### src/rtl/fetch_issue_pkg.sv
// Shared types and constants for the fetch-issue slice.
// Holds the fetch FSM encoding, reset PC, pending-request and push-record
// layouts, and helpers for line alignment and the predictor pre-field.
package fetch_issue_pkg;

  localparam logic [31:0] RESET_PC    = 32'h1c00_0000;
  localparam int unsigned FETCH_BYTES = 8;

  typedef enum logic [2:0] {
    S_IDLE = 3'd0,
    S_REQ  = 3'd1,
    S_WAIT = 3'd2,
    S_DROP = 3'd3,
    S_HALT = 3'd4
  } fetch_state_e;

  // Request in flight: fetch pc plus what the predictor said at issue.
  typedef struct packed {
    logic [31:0] pc;
    logic        taken;
    logic        slot;
    logic [31:0] target;
    logic [1:0]  plv;
  } pend_t;

  // One fetch-buffer push.
  typedef struct packed {
    logic        valid;
    logic        flag;
    logic [31:0] pc;
    logic [63:0] ir;
    logic [63:0] pre;
    logic [1:0]  plv;
    logic        adef;
  } fb_out_t;

  // Pre-field layout: target in [63:32], taken in [0].
  function automatic logic [63:0] make_pre(input logic [31:0] target, input logic taken);
    return {target, 31'b0, taken};
  endfunction

  function automatic logic [31:0] fetch_align(input logic [31:0] pc);
    return pc & ~32'(FETCH_BYTES - 1);
  endfunction

endpackage

### src/rtl/fetch_issue_if.sv
// Icache request/response bus.
// master: fetch side (drives req/addr), slave: icache side (drives handshakes/data).
interface fetch_issue_if;
  logic        icache_req;
  logic [31:0] icache_addr;
  logic        icache_addr_ok;
  logic        icache_data_ok;
  logic [63:0] icache_rdata;

  modport master (output icache_req, icache_addr,
                  input  icache_addr_ok, icache_data_ok, icache_rdata);
  modport slave  (input  icache_req, icache_addr,
                  output icache_addr_ok, icache_data_ok, icache_rdata);
endinterface

### src/rtl/fetch_npc.sv
// Combinational next-pc, dual-issue flag and instruction alignment.
// pc/bp_* : current fetch pc and prediction -> pc_next_c
// pend_*  : request being answered, rdata : line slice -> flag_c, ir_c
module fetch_npc (
  input  logic [31:0] pc,
  input  logic        bp_taken,
  input  logic [31:0] bp_target,
  input  logic        pend_odd,
  input  logic        pend_taken,
  input  logic        pend_slot,
  input  logic [63:0] rdata,
  output logic [31:0] pc_next_c,
  output logic        flag_c,
  output logic [63:0] ir_c
);

  // An upper-word start only has one slot left in the 8-byte line.
  assign pc_next_c = bp_taken ? bp_target : (pc[2] ? pc + 32'd4 : pc + 32'd8);

  // Second slot is dropped when the first one is predicted taken.
  assign flag_c = !pend_odd && !(pend_taken && !pend_slot);
  assign ir_c   = pend_odd ? {32'b0, rdata[63:32]} : rdata;

endmodule

### src/rtl/fetch_issue.sv
// Fetch issue: owns the fetch PC, issues aligned 8-byte icache requests,
// and pushes 1-2 instructions per response into the fetch buffer.
// Ports: clk/rst, flush/flush_pc redirect, stall, fb_full, plv_in,
// ic (icache bus, master), bp_* predictor lookup, fb_* registered push.
module fetch_issue
  import fetch_issue_pkg::*;
(
  input  logic          clk,
  input  logic          rst,
  input  logic          flush,
  input  logic [31:0]   flush_pc,
  input  logic          stall,
  input  logic          fb_full,
  input  logic [1:0]    plv_in,
  fetch_issue_if.master ic,
  output logic [31:0]   bp_pc,
  input  logic          bp_taken,
  input  logic          bp_slot,
  input  logic [31:0]   bp_target,
  output logic          fb_valid,
  output logic          fb_flag,
  output logic [31:0]   fb_pc,
  output logic [63:0]   fb_ir,
  output logic [63:0]   fb_pre,
  output logic [1:0]    fb_plv,
  output logic          fb_adef
);

  fetch_state_e state, state_n;
  logic [31:0]  pc, pc_n;
  pend_t        pend, pend_n;
  fb_out_t      fbo, fbo_n, ld_val;
  logic         req, req_n;
  logic         ld, can_issue;
  logic [31:0]  pc_next_c;
  logic         flag_c;
  logic [63:0]  ir_c;

  fetch_npc u_npc (
    .pc         (pc),
    .bp_taken   (bp_taken),
    .bp_target  (bp_target),
    .pend_odd   (pend.pc[2]),
    .pend_taken (pend.taken),
    .pend_slot  (pend.slot),
    .rdata      (ic.icache_rdata),
    .pc_next_c  (pc_next_c),
    .flag_c     (flag_c),
    .ir_c       (ir_c)
  );

  // Next state, pc, pending record and push-record update.
  always_comb begin
    state_n   = state;
    pc_n      = pc;
    pend_n    = pend;
    ld        = 1'b0;
    ld_val    = '0;
    fbo_n     = fbo;
    // A held push must not be overwritten while the buffer is stalled.
    can_issue = !fbo.valid || !stall;

    case (state)
      S_IDLE: begin
        if (flush) begin
          pc_n = flush_pc;
        end else if (pc[1:0] != 2'b00) begin
          if (can_issue) begin
            ld            = 1'b1;
            ld_val.valid  = 1'b1;
            ld_val.adef   = 1'b1;
            ld_val.pc     = pc;
            ld_val.plv    = plv_in;
            state_n       = S_HALT;
          end
        end else if (!fb_full && can_issue) begin
          state_n = S_REQ;
        end
      end
      S_REQ: begin
        if (ic.icache_addr_ok) begin
          pend_n  = '{pc: pc, taken: bp_taken, slot: bp_slot, target: bp_target, plv: plv_in};
          pc_n    = flush ? flush_pc : pc_next_c;
          state_n = flush ? S_DROP : S_WAIT;
        end else if (flush) begin
          pc_n    = flush_pc;
          state_n = S_IDLE;
        end
      end
      S_WAIT: begin
        if (flush) begin
          pc_n    = flush_pc;
          state_n = ic.icache_data_ok ? S_IDLE : S_DROP;
        end else if (ic.icache_data_ok) begin
          ld           = 1'b1;
          ld_val.valid = 1'b1;
          ld_val.flag  = flag_c;
          ld_val.pc    = pend.pc;
          ld_val.ir    = ir_c;
          ld_val.pre   = make_pre(pend.target, pend.taken);
          ld_val.plv   = pend.plv;
          state_n      = S_IDLE;
        end
      end
      S_DROP: begin
        if (flush) pc_n = flush_pc;
        if (ic.icache_data_ok) state_n = S_IDLE;
      end
      S_HALT: begin
        if (flush) begin
          pc_n    = flush_pc;
          state_n = S_IDLE;
        end
      end
      default: state_n = S_IDLE;
    endcase

    if (flush)       fbo_n.valid = 1'b0;
    else if (ld)     fbo_n       = ld_val;
    else if (!stall) fbo_n.valid = 1'b0;

    req_n = (state_n == S_REQ);
  end

  always_ff @(posedge clk) begin
    if (rst) begin
      state <= S_IDLE;
      pc    <= RESET_PC;
      pend  <= '0;
      fbo   <= '0;
      req   <= 1'b0;
    end else begin
      state <= state_n;
      pc    <= pc_n;
      pend  <= pend_n;
      fbo   <= fbo_n;
      req   <= req_n;
    end
  end

  assign ic.icache_req  = req;
  assign ic.icache_addr = fetch_align(pc);
  assign bp_pc          = pc;

  assign fb_valid = fbo.valid;
  assign fb_flag  = fbo.flag;
  assign fb_pc    = fbo.pc;
  assign fb_ir    = fbo.ir;
  assign fb_pre   = fbo.pre;
  assign fb_plv   = fbo.plv;
  assign fb_adef  = fbo.adef;

endmodule

### src/flat_wrapper.sv
// flat-port wrapper written by rule: the top's interface ports become plain ports
module fetch_issue_flat import fetch_issue_pkg::*;
  (clk, rst, flush, flush_pc, stall, fb_full, plv_in, bp_pc, bp_taken, bp_slot, bp_target, fb_valid, fb_flag, fb_pc, fb_ir, fb_pre, fb_plv, fb_adef, ic_icache_req, ic_icache_addr, ic_icache_addr_ok, ic_icache_data_ok, ic_icache_rdata);
  fetch_issue_if ic_i ();
  input  logic clk;
  input  logic rst;
  input  logic flush;
  input  logic [31:0] flush_pc;
  input  logic stall;
  input  logic fb_full;
  input  logic [1:0] plv_in;
  output logic [31:0] bp_pc;
  input  logic bp_taken;
  input  logic bp_slot;
  input  logic [31:0] bp_target;
  output logic fb_valid;
  output logic fb_flag;
  output logic [31:0] fb_pc;
  output logic [63:0] fb_ir;
  output logic [63:0] fb_pre;
  output logic [1:0] fb_plv;
  output logic fb_adef;
  output wire logic [$bits(ic_i.icache_req)-1:0] ic_icache_req;
  output wire logic [$bits(ic_i.icache_addr)-1:0] ic_icache_addr;
  input wire logic [$bits(ic_i.icache_addr_ok)-1:0] ic_icache_addr_ok;
  input wire logic [$bits(ic_i.icache_data_ok)-1:0] ic_icache_data_ok;
  input wire logic [$bits(ic_i.icache_rdata)-1:0] ic_icache_rdata;
  assign ic_icache_req = ic_i.icache_req;
  assign ic_icache_addr = ic_i.icache_addr;
  assign ic_i.icache_addr_ok = ic_icache_addr_ok;
  assign ic_i.icache_data_ok = ic_icache_data_ok;
  assign ic_i.icache_rdata = ic_icache_rdata;
  fetch_issue u_core (.clk(clk), .rst(rst), .flush(flush), .flush_pc(flush_pc), .stall(stall), .fb_full(fb_full), .plv_in(plv_in), .ic(ic_i), .bp_pc(bp_pc), .bp_taken(bp_taken), .bp_slot(bp_slot), .bp_target(bp_target), .fb_valid(fb_valid), .fb_flag(fb_flag), .fb_pc(fb_pc), .fb_ir(fb_ir), .fb_pre(fb_pre), .fb_plv(fb_plv), .fb_adef(fb_adef));
endmodule
### config.mk
export PLATFORM = sky130hd
export DESIGN_NAME = fetch_issue_flat
export DESIGN_NICKNAME = d
export VERILOG_FILES = /design/src/rtl/fetch_issue_pkg.sv /design/src/rtl/fetch_issue_if.sv /design/src/rtl/fetch_npc.sv /design/src/rtl/fetch_issue.sv /design/src/flat_wrapper.sv
export SDC_FILE = /design/constraint.sdc
export NUM_CORES = 1
export LEC_CHECK = 0
export CAP_MARGIN = 10
export CORE_MARGIN = 2
export CORE_UTILIZATION = 42
export CTS_BUF_LIST = sky130_fd_sc_hd__clkbuf_4
export DETAILED_ROUTE_END_ITERATION = 7
export GPL_TIMING_DRIVEN = 0
export PLACE_DENSITY = 0.78
export SLEW_MARGIN = 5
export SYNTH_ARGS = -nofsm -noshare
export SYNTH_HDL_FRONTEND = slang
export SYNTH_HIERARCHICAL = 1
export SYNTH_SLANG_ARGS = --single-unit
export TNS_END_PERCENT = 10
### constraint.sdc
create_clock -name clk -period 2.1 [get_ports clk]
set_input_delay 0.21 -clock clk [delete_from_list [all_inputs] [get_ports clk]]
set_output_delay 0.21 -clock clk [all_outputs]
set_load 0.03 [all_outputs]
==> results of run 1 <==
==> state kept, by name, indices dropped and copies added, names as in the netlist <==
name / flops
u_core/fb_pc: 32
u_core/ic.icache_req: 1
u_core/fb_valid: 1
u_core/fb_plv: 2
u_core/bp_pc: 32
u_core/fb_adef: 1
u_core/state: 3
u_core/pend: 68
u_core/fb_flag: 1
u_core/fb_ir: 64
u_core/fb_pre: 33
==> cells in the final DEF (no fill, tap or decap), types with 36 or more instances in the layout <==
cell type	instances
dfxtp_1	211
clkdlybuf4s50_1	277
mux2_2	36
clkbuf_1	46
nand2_1	159
clkbuf_4	89
nor3_1	64
a21oi_1	74
nor2_1	51
buf_4	167
a22o_1	99
==> timing repair <==
item                                   CTS  global route
gates cloned                             0             1
setup endpoints to repair              156           143
hold buffers                             2             0
setup buffers                           23            46
gates resized for setup                 49            78
pin swaps                                8            23
endpoints found under the hold margin    2             0
==> power by group through the flow <==
| stage | logic (uW) | registers (uW) | clock network (uW) |
|---|---|---|---|
| 2_1_floorplan | 1140 | 5290 | 0 |
| 3_3_place_gp | 2390 | 5050 | 0 |
| 3_5_place_dp | 2420 | 5060 | 0 |
| 4_1_cts | 2490 | 4940 | 3920 |
| 5_1_grt | 2860 | 4920 | 4170 |
| 6_report | 2720 | 4910 | 3820 |
==> stage by stage <==
step	cells	TNS (ns)	power, uW	utilization	setup slack [ns]
floorplan	1190	-0.0158	6420	-	-0.0101
global placement	1846	-50.64	7430	0.590	-0.673
detailed placement	1846	-53.02	7470	0.590	-0.673
CTS	1981	-0.697	11400	0.629	-0.114
global route	2027	-3.48	11900	0.649	-0.147
finish	2027	-0.805	11400	0.649	-0.0805
==> worst max-delay path, stage by stage (launching register included) <==
cell	delay, ns
dfxtp_4	0.37
and4_4	0.25
nand4_1	0.18
buf_6	0.18
buf_4	0.16
buf_4	0.17
o31ai_1	0.29
a31oi_1	0.17
mux2i_1	0.20
a211oi_2	0.08
==> cell type report <==
cell class,instances,area (um2)
Antenna cell,2,5.00
Buffer,163,980
Clock buffer,87,653
Clock inverter,23,88.8
Fill cell,1975,8590
Inverter,10,37.5
Multi-Input combinational cell,776,4990
Sequential cell,238,4860
Tap cell,324,405
Timing Repair Buffer,404,3850
==> worst paths after layout <==
path	cells after the start	start	end
max	9	u_core/bp_pc[5]	u_core/bp_pc[22]
max reg2reg	9	u_core/bp_pc[5]	u_core/bp_pc[22]
min	3	bp_target[7]	u_core/pend[9]
min reg2reg	2	u_core/pend[5]	u_core/pend[5]
==> layer usage <==
| metal | GRT usage | wire, um | vias up |
|---|---|---|---|
| li1 | - | - | 5105 |
| met2 | 0.474 | 18600 | 633 |
| met1 | 0.326 | 15300 | 5134 |
| met5 | 0 | 11 | - |
| met3 | 0.0682 | 3310 | 120 |
| met4 | 0.109 | 1480 | 2 |
==> cell families (layout without fill, tap and decap cells) <==
logic type / after synthesis / count (layout)
compound gates: 286 / 286
xor+xnor: 12 / 12
fa+ha+maj: 1 / 1
buf+inv: 176 / 687
flops: 238 / 238
mux: 65 / 65
other cells: 1 / 36
simple gates: 378 / 378
==> out/metrics.csv, run 1 <==
metric,value,unit
worst clock skew,0.0377,ns
maximum vdd drop,0.507,mV
worst skew pair latency,0.68,ns
"Seq/Total Area, Yosys",0.454,
Synth Area in XOR/XNOR,0.0100,
"Distinct cells, synth",55,
Max Slew Vio Count,0,
part of the power in combinational logic,0.238,
clk slew on worst S/H paths,0.08,ns
switching share of power,0.317,
Clk network pwr share,0.334,
Mapped Avg Cell Area,9.07,um2
Num CTS Buffers,61,
power density cells,721,mW/mm2
Yosys top cell area share,0.454,
largest family of logic cells by synthesized area,compound AO/OA/AOI/OAI gates,
switching power,3630,uW
first-pass GRT wire length,57200,um
Sequential Power Share,0.429,
Setup CP Type,reg -> reg,
DPL Wire Length,27200,um
initial drt markers,1072,
Lkg Pwr,0.00648,uW
Placed Area,0.0144,mm2
mean number of vias per cell,5.42,
PnR worst setup slack,-0.0805,ns
status,"complete, but fails checks",
Post-synth EDFFs,0,
Routed Antenna Nets,0,
Die Span Y,162,um
row count,57,
Final Setup Violations,19,
Post-synth ARST share,0,
core area,0.0245,mm2
Max H-tree Level,2,
largest net degree at the start of global routing,16,
Sink Count,238,
top post-synthesis cells by count,"dfxtp_1 (238), nand2_1 (161), a22o_1 (99)",
vias in the first global route,10500,
layout cells sized above 1,0.233,
Tot GR Track Use,0.274,
unrepaired setup endpoints after global routing,true,
Netlist Area Pre-Place,0.0105,mm2
leading area contributor after synthesis,dfxtp_1,
Synth Register Bits,238,
iteration count of the initial detailed-routing pass,5,
period utilization,1.04,
Setup crit start kind,flop,
failing checks,negative setup slack,
DRC errors left,0,
WHS,0.121,ns
CTS max path bufs,3,
Die W,162,um
Initial Utilization,0.429,
Fin. Hold Viols,0,
Crit Path Max Fanout,6,
routed length per instance,19.1,um
Tightest Pin Transition,0.836,ns
post-route cell area,0.0159,mm2
cells after synthesis,1157,
Final min period,2.18,ns
antenna violations before repair,3,
Yosys warning count,6,
max-cap violations,0,
CTS tree,done,
Max Fclk,459,MHz
Synth Area in Adders,0.00119,
routability cong.,0.911,
Most used DFF post-synth,dfxtp_1,
CP required,2.64,ns
mux contribution to synthesized area,0.0663,
Final nets,1794,
most frequent cell after synthesis,dfxtp_1,
P_int,7810,uW
Synth Area in Compound Gates,0.199,
crit path DAT,2.72,ns
Total Wirelength,38700,um
I/O pin total,369,
Post-Synth Simple-Gate Area,0.174,
# port buffers,332,
area growth from synthesis to layout,51.2,%
Slew HR,0.443,
Die ar.,0.0263,mm2
clk root buf,clkbuf_4,
GR Overflow Total,0,
Crit. End Element,flop,
total number of vias,11000,
"top cells by area, synth","dfxtp_1 (45%), a22o_1 (8.3%), nand2_1 (5.8%)",
min-delay worst type,in -> reg,
R2R setup slack,-0.08,ns
Note: power is estimated with default switching activity, not from simulation.
==> run 2, diff against run 1 <==
--- a/config.mk
+++ b/config.mk
@@ -12,6 +12,7 @@
 export DETAILED_ROUTE_END_ITERATION = 7
 export GPL_TIMING_DRIVEN = 0
 export PLACE_DENSITY = 0.78
+export SKIP_CTS_REPAIR_TIMING = 1
 export SLEW_MARGIN = 5
 export SYNTH_ARGS = -nofsm -noshare
 export SYNTH_HDL_FRONTEND = slang
==> constraint.sdc (replaced) <==
create_clock -name clk -period 1.9 [get_ports clk]
set_input_delay 0.19 -clock clk [delete_from_list [all_inputs] [get_ports clk]]
set_output_delay 0.19 -clock clk [all_outputs]
set_load 0.03 [all_outputs]
==> out/metrics.csv, run 2 (same netlist as run 1, synthesis figures left out) <==
metric,value,unit,change
Lkg Pwr,0.00907,uW,was 0.00648 uW
PnR worst setup slack,-0.337,ns,was -0.0805 ns
layout cells sized above 1,0.231,,was 0.233
worst clock skew,0.0299,ns,was 0.0377 ns
Sink Count,238,,unchanged
unrepaired setup endpoints after global routing,true,,unchanged
WHS,0.0509,ns,was 0.121 ns
Num CTS Buffers,61,,unchanged
Routed Antenna Nets,0,,unchanged
max reg flops,68,,unchanged
Register Area,0.00487,mm2,was 0.00486 mm2
Final Setup Violations,56,,was 19
Total Wirelength,38000,um,was 38700 um
"delay-heaviest family, CP",simple AND/OR/NAND/NOR gates,,was compound AO/OA/AOI/OAI gates
Worst Hold Launch,bp_slot,,was bp_target[7]
max-cap violations,0,,unchanged
worst skew pair latency,0.71,ns,was 0.68 ns
Tot GR Track Use,0.262,,was 0.274
routability cong.,0.873,,was 0.911
Final min period,2.24,ns,was 2.18 ns
Util after Layout,0.664,,was 0.649
crit path DAT,2.83,ns,was 2.72 ns
Initial Utilization,0.429,,unchanged
largest net degree at the start of global routing,16,,unchanged
CTS tree,done,,unchanged
GR Overflow Total,0,,unchanged
cells along the critical path,"nand3_2, or4_4, or4_1, a31oi_2, mux2i_1, a211oi_1",,"was and4_4, nand4_1, buf_6, buf_4, buf_4, o31ai_1, a31oi_1, mux2i_1, a211oi_2"
Setup crit start kind,flop,,unchanged
reg2reg start,u_core/bp_pc[24],,was u_core/bp_pc[5]
Biggest register,u_core/pend,,unchanged
crit path launch,u_core/bp_pc[24],,was u_core/bp_pc[5]
Die ar.,0.0263,mm2,unchanged
multi-input logic area,0.00499,mm2,about the same
CP required,2.49,ns,was 2.64 ns
Total Power Consumption,12800,uW,was 11400 uW
maximum vdd drop,0.512,mV,was 0.507 mV
status,"complete, but fails checks",,unchanged
I/O pin total,369,,unchanged
Final nets,1780,,was 1794
Tightest Pin Transition,0.795,ns,was 0.836 ns
period utilization,1.18,,was 1.04
# port buffers,332,,unchanged
Max stage delay on crit path,0.56,ns,was 0.37 ns
area growth from synthesis to layout,54.8,%,was 51.2%
DRC errors left,0,,unchanged
row count,57,,unchanged
critical path's slowest cell,or4_1,,was dfxtp_4
Crit Path Max Fanout,8,,was 6
routed length per instance,18.9,um,was 19.1 um
vias in the first global route,10100,,was 10500
clk slew on worst S/H paths,0.07,ns,was 0.08 ns
mean number of vias per cell,5.38,,was 5.42
min-delay worst type,in -> reg,,unchanged
Max Slew Vio Count,0,,unchanged
core area,0.0245,mm2,unchanged
power density cells,786,mW/mm2,was 721 mW/mm2
Max Fclk,447,MHz,was 459 MHz
CTS max path bufs,3,,unchanged
iteration count of the initial detailed-routing pass,6,,was 5
failing checks,negative setup slack,,unchanged
Placement Setup Slack,-0.941,ns,was -0.673 ns
DPL Wire Length,27100,um,was 27200 um
Buf/Inv on CP,0,,was 3
Crit. End Element,flop,,unchanged
Die W,162,um,unchanged
clk root buf,clkbuf_4,,unchanged
total number of vias,10800,,was 11000
Die Span Y,162,um,unchanged
antenna violations before repair,3,,unchanged
Slew HR,0.470,,was 0.443
Fin. Hold Viols,0,,unchanged
first-pass GRT wire length,54600,um,was 57200 um
initial drt markers,968,,was 1072
"most common cell after layout, fill and taps aside",dfxtp_1,,was clkdlybuf4s50_1
fillers,1948,,was 1975
Max H-tree Level,2,,unchanged
most frequent cells in the layout,"dfxtp_1 (207), dlymetal6s2s_1 (167), nand2_1 (161), buf_4 (146), clkdlybuf4s50_1 (138)",,"was clkdlybuf4s50_1 (277), dfxtp_1 (211), buf_4 (167), nand2_1 (159), a22o_1 (99)"
Setup CP Type,reg -> reg,,unchanged
-- run 2: tightest hold or removal path: stages --
cell	delay, ns
clkdlybuf4s50_1	0.40
nand2_1	0.06
a21oi_1	0.05
-- run 2: path summary, 6_finish.rpt --
check	to	slack (ns)	cells past startpoint
max reg2reg	u_core/bp_pc[29]	-0.34	6
min reg2reg	u_core/fb_pre[61]	0.45	1
min	u_core/pend[34]	0.05	3
max	u_core/bp_pc[29]	-0.34	6
-- run 2: routing by layer --
layer	wire [um]	vias up	GRT usage
li1	-	5078	-
met1	15100	5047	0.318
met2	18200	562	0.449
met3	3130	127	0.0615
met4	1500	0	0.101
met5	0	-	0.0133
-- run 2: through the flow --
step / std cells / TNS (ns) / area (um2)
after global placement: 1846 / -90.71 / 14500
after CTS: 1952 / -79.84 / 15200
after global routing: 2009 / -10.76 / 16300
after detailed placement: 1846 / -98.66 / 14500
final: 2009 / -5.02 / 16300
after floorplan: 1190 / -1.45 / 10700
-- run 2: cell type report --
type                            count  area share
Antenna cell                        2    0.000308
Tap cell                          324      0.0249
Multi-Input combinational cell    777       0.307
Sequential cell                   238       0.300
Buffer                            164      0.0633
Inverter                           10     0.00231
Clock buffer                       93      0.0430
Timing Repair Buffer              388       0.255
Clock inverter                     13     0.00470
-- run 2: power breakdown --
group          leakage (uW)  switching (uW)  internal (uW)
registers           0.00195             231           5210
logic               0.00666            1630           1290
clock network      0.000463            2080           2340
==> run 3, diff against run 2 <==
--- a/config.mk
+++ b/config.mk
@@ -5,8 +5,8 @@
 export SDC_FILE = /design/constraint.sdc
 export NUM_CORES = 1
 export LEC_CHECK = 0
-export CAP_MARGIN = 10
-export CORE_MARGIN = 2
+export CAP_MARGIN = 20
+export CORE_MARGIN = 8
 export CORE_UTILIZATION = 42
 export CTS_BUF_LIST = sky130_fd_sc_hd__clkbuf_4
 export DETAILED_ROUTE_END_ITERATION = 7
==> out/metrics.csv, run 3 (same netlist as run 1, synthesis figures left out) <==
metric,value,unit,change
DPL Wire Length,29200,um,was 27100 um
Worst Hold Launch,bp_slot,,unchanged
iteration count of the initial detailed-routing pass,5,,was 6
Slew HR,0.453,,was 0.470
switching share of power,0.307,,was 0.308
crit path DAT,2.86,ns,was 2.83 ns
Crit. End Element,flop,,unchanged
"most common cell after layout, fill and taps aside",dfxtp_1,,unchanged
initial drt markers,918,,was 968
Max Slew Vio Count,0,,unchanged
routed length per instance,20.1,um,was 18.9 um
reg2reg start,u_core/bp_pc[7],,was u_core/bp_pc[24]
Crit Path Max Fanout,7,,was 8
Placed Area,0.0145,mm2,about the same
WHS,0.116,ns,was 0.0509 ns
maximum vdd drop,0.519,mV,was 0.512 mV
max reg flops,68,,unchanged
Total Power Consumption,13100,uW,was 12800 uW
mean number of vias per cell,5.37,,was 5.38
total number of vias,10800,,about the same
CP required,2.46,ns,was 2.49 ns
area growth from synthesis to layout,54.3,%,was 54.8%
Tot GR Track Use,0.243,,was 0.262
largest net degree at the start of global routing,12,,was 16
clk root buf,clkbuf_4,,unchanged
Tightest Pin Transition,0.820,ns,was 0.795 ns
Die Span Y,174,um,was 162 um
Clk network pwr share,0.363,,was 0.346
Setup crit start kind,flop,,unchanged
Final Setup Violations,44,,was 56
power density cells,809,mW/mm2,was 786 mW/mm2
Util after Layout,0.651,,was 0.664
Sequential Power Share,0.418,,was 0.426
R2R cell count,8,,was 6
post-route cell area,0.0162,mm2,was 0.0163 mm2
Max Fclk,436,MHz,was 447 MHz
Max H-tree Level,3,,was 2
most frequent cells in the layout,"dfxtp_1 (208), nand2_1 (160), dlymetal6s2s_1 (158), clkdlybuf4s50_1 (147), buf_4 (126)",,"was dfxtp_1 (207), dlymetal6s2s_1 (167), nand2_1 (161), buf_4 (146), clkdlybuf4s50_1 (138)"
worst clock skew,0.0390,ns,was 0.0299 ns
routability cong.,0.885,,was 0.873
critical path's slowest cell,or4_4,,was or4_1
cells along the critical path,"and4_1, buf_6, nand4_1, buf_4, or4_4, a31oi_1, mux2i_1, a211oi_1",,"was nand3_2, or4_4, or4_1, a31oi_2, mux2i_1, a211oi_1"
Initial Utilization,0.422,,was 0.429
CTS tree,done,,unchanged
Fin. Hold Viols,0,,unchanged
Total Wirelength,40200,um,was 38000 um
GR Overflow Total,0,,unchanged
Sink Count,238,,unchanged
"delay-heaviest family, CP",simple AND/OR/NAND/NOR gates,,unchanged
layout cells sized above 1,0.226,,was 0.231
Lkg Pwr,0.00888,uW,was 0.00907 uW
core area,0.0249,mm2,was 0.0245 mm2
worst skew pair latency,0.66,ns,was 0.71 ns
unrepaired setup endpoints after global routing,true,,unchanged
min-delay worst type,in -> reg,,unchanged
status,"complete, but fails checks",,unchanged
Die W,174,um,was 162 um
R2R setup slack,-0.40,ns,was -0.34 ns
Final min period,2.30,ns,was 2.24 ns
Num CTS Buffers,66,,was 61
Buf/Inv on CP,2,,was 0
failing checks,negative setup slack,,unchanged
Die ar.,0.0303,mm2,was 0.0263 mm2
Routed Antenna Nets,0,,unchanged
Final nets,1764,,was 1780
Setup CP Type,reg -> reg,,unchanged
max-cap violations,0,,unchanged
CTS max path bufs,3,,unchanged
antenna violations before repair,7,,was 3
first-pass GRT wire length,59400,um,was 54600 um
part of the power in combinational logic,0.219,,was 0.228
P_int,9090,uW,was 8840 uW
vias in the first global route,10600,,was 10100
crit path launch,u_core/bp_pc[7],,was u_core/bp_pc[24]
row count,58,,was 57
FF-to-FF End,u_core/bp_pc[29],,unchanged
DRC errors left,0,,unchanged
I/O pin total,369,,unchanged
hold endpoint,u_core/pend[34],,unchanged
# port buffers,332,,unchanged
Hold Path Depth,3,,unchanged
switching power,4020,uW,was 3940 uW
clk slew on worst S/H paths,0.08,ns,was 0.07 ns
fillers,2010,,was 1948
Max stage delay on crit path,0.47,ns,was 0.56 ns
PnR worst setup slack,-0.396,ns,was -0.337 ns
Biggest register,u_core/pend,,unchanged
period utilization,1.21,,was 1.18
run 3: final cells by class:
cell class | instances | area [um2] | area share
Clock buffer | 97 | 728 | 0.0449
Multi-Input combinational cell | 777 | 4990 | 0.308
Antenna cell | 4 | 10.0 | 0.000618
Buffer | 165 | 1070 | 0.0659
Timing Repair Buffer | 366 | 3970 | 0.245
Tap cell | 330 | 413 | 0.0255
Sequential cell | 238 | 4850 | 0.300
Inverter | 10 | 37.5 | 0.00232
Clock inverter | 19 | 126 | 0.00780
run 3: power groups by stage:
stage	registers, uW	clock network, uW	logic, uW
2_1_floorplan	5850	0	1260
3_3_place_gp	5580	0	2660
3_5_place_dp	5590	0	2690
4_1_cts	5490	4900	2710
5_1_grt	5510	5190	3040
6_report	5480	4760	2880
run 3: worst max-delay path by stage:
| stage | to | slack [ns] | depth (start not counted) |
|---|---|---|---|
| final | u_core/bp_pc[29] | -0.40 | 8 |
| after global routing | u_core/bp_pc[29] | -0.47 | 8 |
| after CTS | u_core/pend[37] | -0.56 | 6 |
| after detailed placement | u_core/pend[26] | -0.85 | 7 |
| after global placement | u_core/pend[26] | -0.89 | 7 |
| after floorplan | u_core/bp_pc[30] | -0.19 | 7 |
run 3: stage by stage:
stage / TNS, ns / instances / setup slack [ns]
finish: -4.54 / 2006 / -0.396
global route: -9.12 / 2006 / -0.473
CTS: -71.76 / 1968 / -0.562
detailed placement: -97.73 / 1852 / -0.854
global placement: -96.33 / 1852 / -0.889
floorplan: -1.45 / 1190 / -0.191
run 3: metal layers:
| layer | vias up | wire, um | GRT usage |
|---|---|---|---|
| met5 | - | 35 | 0 |
| met4 | 6 | 999 | 0.111 |
| met3 | 82 | 3550 | 0.0874 |
| met2 | 519 | 19600 | 0.402 |
| li1 | 5056 | - | - |
| met1 | 5113 | 16000 | 0.277 |
run 3: tightest hold or removal path, delay by kind of cell:
family	cells	cell delay, ns
buffers and inverters	1	0.40
AND/OR/NAND/NOR	1	0.06
AO/OA/AOI/OAI	1	0.05
